[config.mk]
export PLATFORM = sky130hd
export DESIGN_NAME = control_pipeline
export DESIGN_NICKNAME = d
export VERILOG_FILES = /design/src/rtl/control_pipeline.sv
export SDC_FILE = /design/constraint.sdc
export NUM_CORES = 1
export LEC_CHECK = 0
export ABC_AREA = 0
export CAP_MARGIN = 25
export CORE_MARGIN = 5
export CORE_UTILIZATION = 48
export DETAILED_ROUTE_END_ITERATION = 10
export GPL_ROUTABILITY_DRIVEN = 1
export PLACE_DENSITY_LB_ADDON = 0.25
export SLEW_MARGIN = 15
export SYNTH_ARGS = -nofsm -noshare
export SYNTH_HDL_FRONTEND = slang
export SYNTH_SLANG_ARGS = --single-unit
[constraint.sdc]
create_clock -name clk -period 4.3 [get_ports clk]
set_input_delay 1.075 -clock clk [delete_from_list [all_inputs] [get_ports clk]]
set_output_delay 1.075 -clock clk [all_outputs]
set_load 0.02 [all_outputs]
[src/rtl/control_pipeline.sv]
// rtl/control_pipeline.sv - MIPS main control decoder with registered EX/MEM/WB control stages and load-use hazard detection
module control_pipeline #(
    parameter int REG_ADDR_WIDTH = 5,
    parameter bit ENABLE_HAZARD  = 1'b1
) (
    input  logic                      clk,
    input  logic                      reset_n,
    input  logic                      id_valid,
    input  logic [5:0]                id_opcode,
    input  logic [REG_ADDR_WIDTH-1:0] id_rs,
    input  logic [REG_ADDR_WIDTH-1:0] id_rt,
    input  logic [REG_ADDR_WIDTH-1:0] id_rd,
    input  logic                      flush,
    output logic                      id_jump,
    output logic                      load_use_stall,
    output logic                      illegal_opcode,
    output logic [1:0]                ex_alu_opcode,
    output logic                      ex_alu_source,
    output logic                      ex_shift_upper,
    output logic                      ex_branch_eq,
    output logic                      ex_branch_ne,
    output logic                      mem_memory_read,
    output logic                      mem_memory_write,
    output logic                      wb_register_write,
    output logic                      wb_memory_to_register,
    output logic [REG_ADDR_WIDTH-1:0] wb_write_reg
);

    localparam logic [5:0] OP_RTYPE = 6'b000000;
    localparam logic [5:0] OP_J     = 6'b000010;
    localparam logic [5:0] OP_BEQ   = 6'b000100;
    localparam logic [5:0] OP_BNE   = 6'b000101;
    localparam logic [5:0] OP_ADDI  = 6'b001000;
    localparam logic [5:0] OP_ORI   = 6'b001101;
    localparam logic [5:0] OP_LUI   = 6'b001111;
    localparam logic [5:0] OP_LW    = 6'b100011;
    localparam logic [5:0] OP_SW    = 6'b101011;

    // ID-stage decode results
    logic [1:0]                dec_alu_opcode;
    logic                      dec_alu_source;
    logic                      dec_shift_upper;
    logic                      dec_branch_eq;
    logic                      dec_branch_ne;
    logic                      dec_memory_read;
    logic                      dec_memory_write;
    logic                      dec_register_write;
    logic                      dec_memory_to_register;
    logic                      dec_register_destination;
    logic                      dec_jump;
    logic                      dec_legal;
    logic                      dec_uses_rt;
    logic [REG_ADDR_WIDTH-1:0] dec_write_reg;

    // EX stage control
    logic [1:0]                ex_alu_opcode_q, ex_alu_opcode_d;
    logic                      ex_alu_source_q, ex_alu_source_d;
    logic                      ex_shift_upper_q, ex_shift_upper_d;
    logic                      ex_branch_eq_q, ex_branch_eq_d;
    logic                      ex_branch_ne_q, ex_branch_ne_d;
    logic                      ex_memory_read_q, ex_memory_read_d;
    logic                      ex_memory_write_q, ex_memory_write_d;
    logic                      ex_register_write_q, ex_register_write_d;
    logic                      ex_memory_to_register_q, ex_memory_to_register_d;
    logic [REG_ADDR_WIDTH-1:0] ex_write_reg_q, ex_write_reg_d;
    logic                      illegal_q, illegal_d;

    // MEM stage control
    logic                      mem_memory_read_q, mem_memory_read_d;
    logic                      mem_memory_write_q, mem_memory_write_d;
    logic                      mem_register_write_q, mem_register_write_d;
    logic                      mem_memory_to_register_q, mem_memory_to_register_d;
    logic [REG_ADDR_WIDTH-1:0] mem_write_reg_q, mem_write_reg_d;

    // WB stage control
    logic                      wb_register_write_q, wb_register_write_d;
    logic                      wb_memory_to_register_q, wb_memory_to_register_d;
    logic [REG_ADDR_WIDTH-1:0] wb_write_reg_q, wb_write_reg_d;

    // Hazard and load qualifiers
    logic rs_match;
    logic rt_match;
    logic hazard_hit;
    logic load_id;
    logic load_instr;

    // Main control decode; illegal opcodes collapse to a bubble
    always_comb begin
        dec_alu_opcode           = 2'b10;
        dec_alu_source           = 1'b0;
        dec_shift_upper          = 1'b0;
        dec_branch_eq            = 1'b0;
        dec_branch_ne            = 1'b0;
        dec_memory_read          = 1'b0;
        dec_memory_write         = 1'b0;
        dec_register_write       = 1'b1;
        dec_memory_to_register   = 1'b0;
        dec_register_destination = 1'b1;
        dec_jump                 = 1'b0;
        dec_legal                = 1'b1;
        dec_uses_rt              = 1'b0;
        case (id_opcode)
            OP_RTYPE: begin
                dec_uses_rt = 1'b1;
            end
            OP_LW: begin
                dec_memory_read          = 1'b1;
                dec_memory_to_register   = 1'b1;
                dec_alu_source           = 1'b1;
                dec_alu_opcode           = 2'b00;
                dec_register_destination = 1'b0;
            end
            OP_SW: begin
                dec_memory_write   = 1'b1;
                dec_alu_source     = 1'b1;
                dec_alu_opcode     = 2'b00;
                dec_register_write = 1'b0;
                dec_uses_rt        = 1'b1;
            end
            OP_BEQ: begin
                dec_branch_eq      = 1'b1;
                dec_alu_opcode     = 2'b01;
                dec_register_write = 1'b0;
                dec_uses_rt        = 1'b1;
            end
            OP_BNE: begin
                dec_branch_ne      = 1'b1;
                dec_alu_opcode     = 2'b01;
                dec_register_write = 1'b0;
                dec_uses_rt        = 1'b1;
            end
            OP_ADDI, OP_ORI: begin
                dec_alu_source           = 1'b1;
                dec_alu_opcode           = 2'b00;
                dec_register_destination = 1'b0;
            end
            OP_LUI: begin
                dec_alu_source           = 1'b1;
                dec_shift_upper          = 1'b1;
                dec_alu_opcode           = 2'b00;
                dec_register_destination = 1'b0;
            end
            OP_J: begin
                dec_jump           = 1'b1;
                dec_register_write = 1'b0;
            end
            default: begin
                dec_legal                = 1'b0;
                dec_alu_opcode           = 2'b00;
                dec_register_write       = 1'b0;
                dec_register_destination = 1'b0;
            end
        endcase
        dec_write_reg = dec_register_destination ? id_rd : id_rt;
    end

    // Load-use detection: a load in EX whose target is read by the ID instruction; r0 never hazards
    always_comb begin
        rs_match   = (ex_write_reg_q == id_rs);
        rt_match   = dec_uses_rt && (ex_write_reg_q == id_rt);
        hazard_hit = ENABLE_HAZARD && reset_n && id_valid
                     && ex_memory_read_q && ex_register_write_q
                     && (ex_write_reg_q != '0) && (rs_match || rt_match);
    end

    assign load_use_stall = hazard_hit;
    assign id_jump        = dec_jump && id_valid && !flush && reset_n;

    // Next-state for the control stages; EX takes a bubble on invalid, flush or stall
    always_comb begin
        load_id    = id_valid && !flush && !hazard_hit;
        load_instr = load_id && dec_legal;

        ex_alu_opcode_d         = load_instr ? dec_alu_opcode : 2'b00;
        ex_alu_source_d         = load_instr && dec_alu_source;
        ex_shift_upper_d        = load_instr && dec_shift_upper;
        ex_branch_eq_d          = load_instr && dec_branch_eq;
        ex_branch_ne_d          = load_instr && dec_branch_ne;
        ex_memory_read_d        = load_instr && dec_memory_read;
        ex_memory_write_d       = load_instr && dec_memory_write;
        ex_register_write_d     = load_instr && dec_register_write;
        ex_memory_to_register_d = load_instr && dec_memory_to_register;
        ex_write_reg_d          = load_instr ? dec_write_reg : '0;
        illegal_d               = load_id && !dec_legal;

        mem_memory_read_d        = ex_memory_read_q;
        mem_memory_write_d       = ex_memory_write_q;
        mem_register_write_d     = ex_register_write_q;
        mem_memory_to_register_d = ex_memory_to_register_q;
        mem_write_reg_d          = ex_write_reg_q;

        wb_register_write_d     = mem_register_write_q;
        wb_memory_to_register_d = mem_memory_to_register_q;
        wb_write_reg_d          = mem_write_reg_q;
    end

    // Stage registers; reset flushes every stage to a bubble
    always_ff @(posedge clk) begin
        if (!reset_n) begin
            ex_alu_opcode_q          <= 2'b00;
            ex_alu_source_q          <= 1'b0;
            ex_shift_upper_q         <= 1'b0;
            ex_branch_eq_q           <= 1'b0;
            ex_branch_ne_q           <= 1'b0;
            ex_memory_read_q         <= 1'b0;
            ex_memory_write_q        <= 1'b0;
            ex_register_write_q      <= 1'b0;
            ex_memory_to_register_q  <= 1'b0;
            ex_write_reg_q           <= '0;
            illegal_q                <= 1'b0;
            mem_memory_read_q        <= 1'b0;
            mem_memory_write_q       <= 1'b0;
            mem_register_write_q     <= 1'b0;
            mem_memory_to_register_q <= 1'b0;
            mem_write_reg_q          <= '0;
            wb_register_write_q      <= 1'b0;
            wb_memory_to_register_q  <= 1'b0;
            wb_write_reg_q           <= '0;
        end else begin
            ex_alu_opcode_q          <= ex_alu_opcode_d;
            ex_alu_source_q          <= ex_alu_source_d;
            ex_shift_upper_q         <= ex_shift_upper_d;
            ex_branch_eq_q           <= ex_branch_eq_d;
            ex_branch_ne_q           <= ex_branch_ne_d;
            ex_memory_read_q         <= ex_memory_read_d;
            ex_memory_write_q        <= ex_memory_write_d;
            ex_register_write_q      <= ex_register_write_d;
            ex_memory_to_register_q  <= ex_memory_to_register_d;
            ex_write_reg_q           <= ex_write_reg_d;
            illegal_q                <= illegal_d;
            mem_memory_read_q        <= mem_memory_read_d;
            mem_memory_write_q       <= mem_memory_write_d;
            mem_register_write_q     <= mem_register_write_d;
            mem_memory_to_register_q <= mem_memory_to_register_d;
            mem_write_reg_q          <= mem_write_reg_d;
            wb_register_write_q      <= wb_register_write_d;
            wb_memory_to_register_q  <= wb_memory_to_register_d;
            wb_write_reg_q           <= wb_write_reg_d;
        end
    end

    assign illegal_opcode        = illegal_q;
    assign ex_alu_opcode         = ex_alu_opcode_q;
    assign ex_alu_source         = ex_alu_source_q;
    assign ex_shift_upper        = ex_shift_upper_q;
    assign ex_branch_eq          = ex_branch_eq_q;
    assign ex_branch_ne          = ex_branch_ne_q;
    assign mem_memory_read       = mem_memory_read_q;
    assign mem_memory_write      = mem_memory_write_q;
    assign wb_register_write     = wb_register_write_q;
    assign wb_memory_to_register = wb_memory_to_register_q;
    assign wb_write_reg          = wb_write_reg_q;

endmodule

* Yosys cells after proc, flatten, opt, wreduce, memory -nomap -nowiden
Cells that the tools add are included.
** Storage, ports and cells
- Register bits :: 30
- Bits of input ports :: 25
- Output and inout port bits :: 18
- Logic and storage cells :: 74
** Cells by class
- Equality and inequality tests :: 10
- Multiplexer cells :: 13
- Reductions and logical operators :: 34
** Operator list (number)
- logical AND 1 bit :: 20
- == test 6 x 4 -> 1 bit (second input constant) :: 3
- OR reduction 5 bit :: 3
- == test 6 x 3 -> 1 bit (second input constant) :: 2
- == test 6 bit (second input constant) :: 2
- 2-to-1 mux 1 bit :: 11
- == test 5 bit :: 2
- OR reduction 9 bit :: 1
- == test 6 x 2 -> 1 bit (second input constant) :: 1
- zero test 6 bit :: 1
- 2-to-1 mux 5 bit :: 1
- nonzero test 5 bit :: 1
- one-hot mux 2 bit (2 select lines) :: 1
- OR reduction 2 bit :: 2
- OR reduction 4 bit :: 1
- zero test 1 bit :: 3
- AND reduction 2 bit :: 1
- logical OR 1 bit :: 1

* Logic depth before layout (Yosys ltp)
Gate-level depths: netlist (run 1).
- Depth after elaboration :: 10
- Mapped depth :: 6
- Mapped depth without buffers :: 4

* Least setup slack after synthesis (run 1)
No wires, ideal clock.
- Kind :: input to output
- Start point :: input id_opcode[1]
- End point :: output load_use_stall
- Arrival :: 2259 ps
- Required time :: 3225 ps
- Slack :: 966 ps
- Stages :: 5
- Buffers on the path :: 1
- Path through :: buf_2 and4b_1 a22oi_2 nor4b_4 or2_1
** Between the ends
- Longest elaborated chain between the ends :: 6
- Elaborated cells on any way between the ends :: 9
- Those cells by class :: eq/ne (3); mux (1); reduce/logical (5)
** RTL lines
- from (decl) :: line 9 : input logic [5:0] id_opcode,
- == test 6 x 3 -> 1 bit (tied with other cells) :: line 102 : case (id_opcode)
- OR reduction 4 bit (no source line) (*)
- 2-to-1 mux 1 bit (*) :: line 102
- logical AND 1 bit (*) :: line 160 : rt_match = dec_uses_rt && (ex_write_reg_q == id_rt);
- logical OR 1 bit (*) :: line 163 : && (ex_write_reg_q != '0) && (rs_match || rt_match);
- logical AND 1 bit (*) :: line 163
- to (decl) :: line 15 : output logic load_use_stall,
Mark *: on every way between the ends. The rest lies on a longest branch, timed or not.

* Worst setup path after layout (run 1)
Same ends and word-level chain as after synthesis.

==> results of run 1 <==
[metrics by stage]
stage / area [um2] / hold WS [ns] / power [mW]
after floorplan: 1320 / 0.412 / 0.319
after global placement: 1820 / 0.413 / 0.353
after detailed placement: 1820 / 0.419 / 0.355
after CTS: 1880 / 0.441 / 0.527
after global routing: 1880 / 0.468 / 0.545
final: 1880 / 0.440 / 0.522
[final timing paths]
kind                      start                   to  slack (ns)  cells past startpoint
max                id_opcode[1]       load_use_stall        0.23                      6
min          mem_write_reg_q[1]      wb_write_reg[1]        0.44                      1
max reg2reg   ex_write_reg_q[0]  ex_register_write_q        2.45                      5
min reg2reg  mem_write_reg_q[1]      wb_write_reg[1]        0.44                      1
[logic make-up (layout without fill, tap and decap cells)]
kind of cell	Yosys count	in the layout	synth area share, %
XOR/XNOR	10	10	6.62
AO/OA/AOI/OAI	9	9	7.18
buffers and inverters	9	62	3.40
AND/OR/NAND/NOR	63	63	33.6
multiplexers	5	5	3.78
flip-flops	30	30	45.4
[per-layer routing]
layer  global-route usage, %  up-vias  share of wire [%]
li1                        -      552                  -
met1                    18.1      520                 42
met2                    27.7       35                 51
met3                    4.68        6                5.7
met4                    5.57        0                1.6
met5                       0        -                  0
[cells in the mapped netlist, drive strengths merged, types with 3 or more instances]
cell and count:
nor4b 4, nor4 8, and2 15, nor3 9, nor2 5, buf 4
nand3 3, nand2 5, mux2i 5, clkbuf 3, xnor2 9, dfxtp 30
[report_power, final]
group          switching (mW)  total, mW  internal, mW
Sequential           0.000890      0.280         0.279
Clock                  0.0947      0.173        0.0785
Combinational          0.0299     0.0687        0.0388
Total                   0.125      0.522         0.396
[critical path, stage by stage]
cell and delay (ns):
clkdlybuf4s50_1 0.50, and4b_1 0.29, a22oi_2 0.12, nor4b_4 0.27, or2_1 0.15, clkdlybuf4s50_1 0.60
[area by class of cell]
class,instances,area (um2)
flip-flops and latches,30,601
well taps,31,38.8
repair buffers,52,495
clock inverters,2,12.5
fillers,220,826
inverters,2,7.51
clock buffers,6,51.3
multi-input cells,87,678
==> run summary, run 1 <==
syn_nets = 151
status = finished clean
Place WS = 0.226 ns
period utilization = 94.7%
placed cell count = 202
Clock Sinks = 30
vias in the first global route = 1124
critical path capture point type = output pin
largest net degree at the start of global routing = 17
final setup fails = 0
CTS H-tree depth = 2
#FFs+latches synth = 30
Mapped Cells = 126
min cycle time layout = 4.07 ns
total gr overflow = 0
dpl hpwl = 2310 um
count of final hold-check violations = 0
kind of critical path = in2out
element type at the critical path start = primary input
Synth area leaders = dfxtp_1 45%, and2_1 6.6%, xnor2_1 6.0%
Core ar. = 2710 um2
commonest non-fill, non-tap cells in the layout = 42 x clkdlybuf4s50_1, 30 x dfxtp_1, 14 x and2_1
Avg Cell Area, Syn = 10.5 um2
antenna-violating nets left = 0
# IOs = 43
# hold bufs at CTS = 0
Max rail drop VDD = 258 uV
post-route insts no fill = 210
Starting Density = 48.8%
first-pass GRT wire length = 5070 um
Pre-Repair DR Iteration Count = 4
RSZ-0062 raised after global routing = false
Max Cap Violations = 0
Rel. slew slack = 52.8%
drc violations = 0
WL final = 2930 um
Post-synth EDFFs = 0
Clock Skews = 0.0120 ns
clk_lat worst skew = 0.32 ns
Tightest Pin Transition = 0.704 ns
Die Ht = 62.5 um
Max clock buf depth = 2
critical path fanouts, max = 3
Syn-to-layout area delta = 42.3%
leak pwr = 0.729 nW
Num CTS Buffers = 5
Die ar. = 3910 um2
CTS resizes = 0
Die W = 62.5 um
Final Max Slew Viols = 0
CP Data Arrival Time = 3.00 ns
Port Buffers = 42
clock tree root driver cell = clkbuf_4
Starting DRT DRC Count = 25
CTS tree = built
layout cells sized above 1 = 16.2%
synthesized area = 1320 um2
register area share after synthesis = 45.4%
top-area cell type share of the netlist area = 45.4%
post-layout worst setup margin = 0.228 ns
post-layout util = 69.5%
initial antenna violation count = 0
Crit path required time = 3.22 ns
Clk pin slew, worst setup/hold paths = 0.10 ns
Yosys top cell by area = dfxtp_1
Main synth FF type = dfxtp_1
Yosys cell types = 39
Final Wtd Congestion = 0.851
fin nets = 203
number of vias per cell = 5.30
diode count = 0
row count = 19
setup TNS = 0 ns
WL/cell = 13.9 um
Vias = 1113
worst hold path type = reg2reg
PwrDens = 277 nW/um2
commonest non-fill, non-tap cell in the layout = clkdlybuf4s50_1
FFs w/ async S/R, synth = 0%
post-CTS setup buffers = 0
Tot GR Track Use = 15.8%
Fmax = 0.246 GHz
Ys Warns = 0
(Power assumes the default switching activity.)
==> run 2: changes to the inputs <==
TNS_END_PERCENT = 30   (was not set)
==> results of run 2 <==
The final DEF is identical to that of run 1; final timing and power are the same.
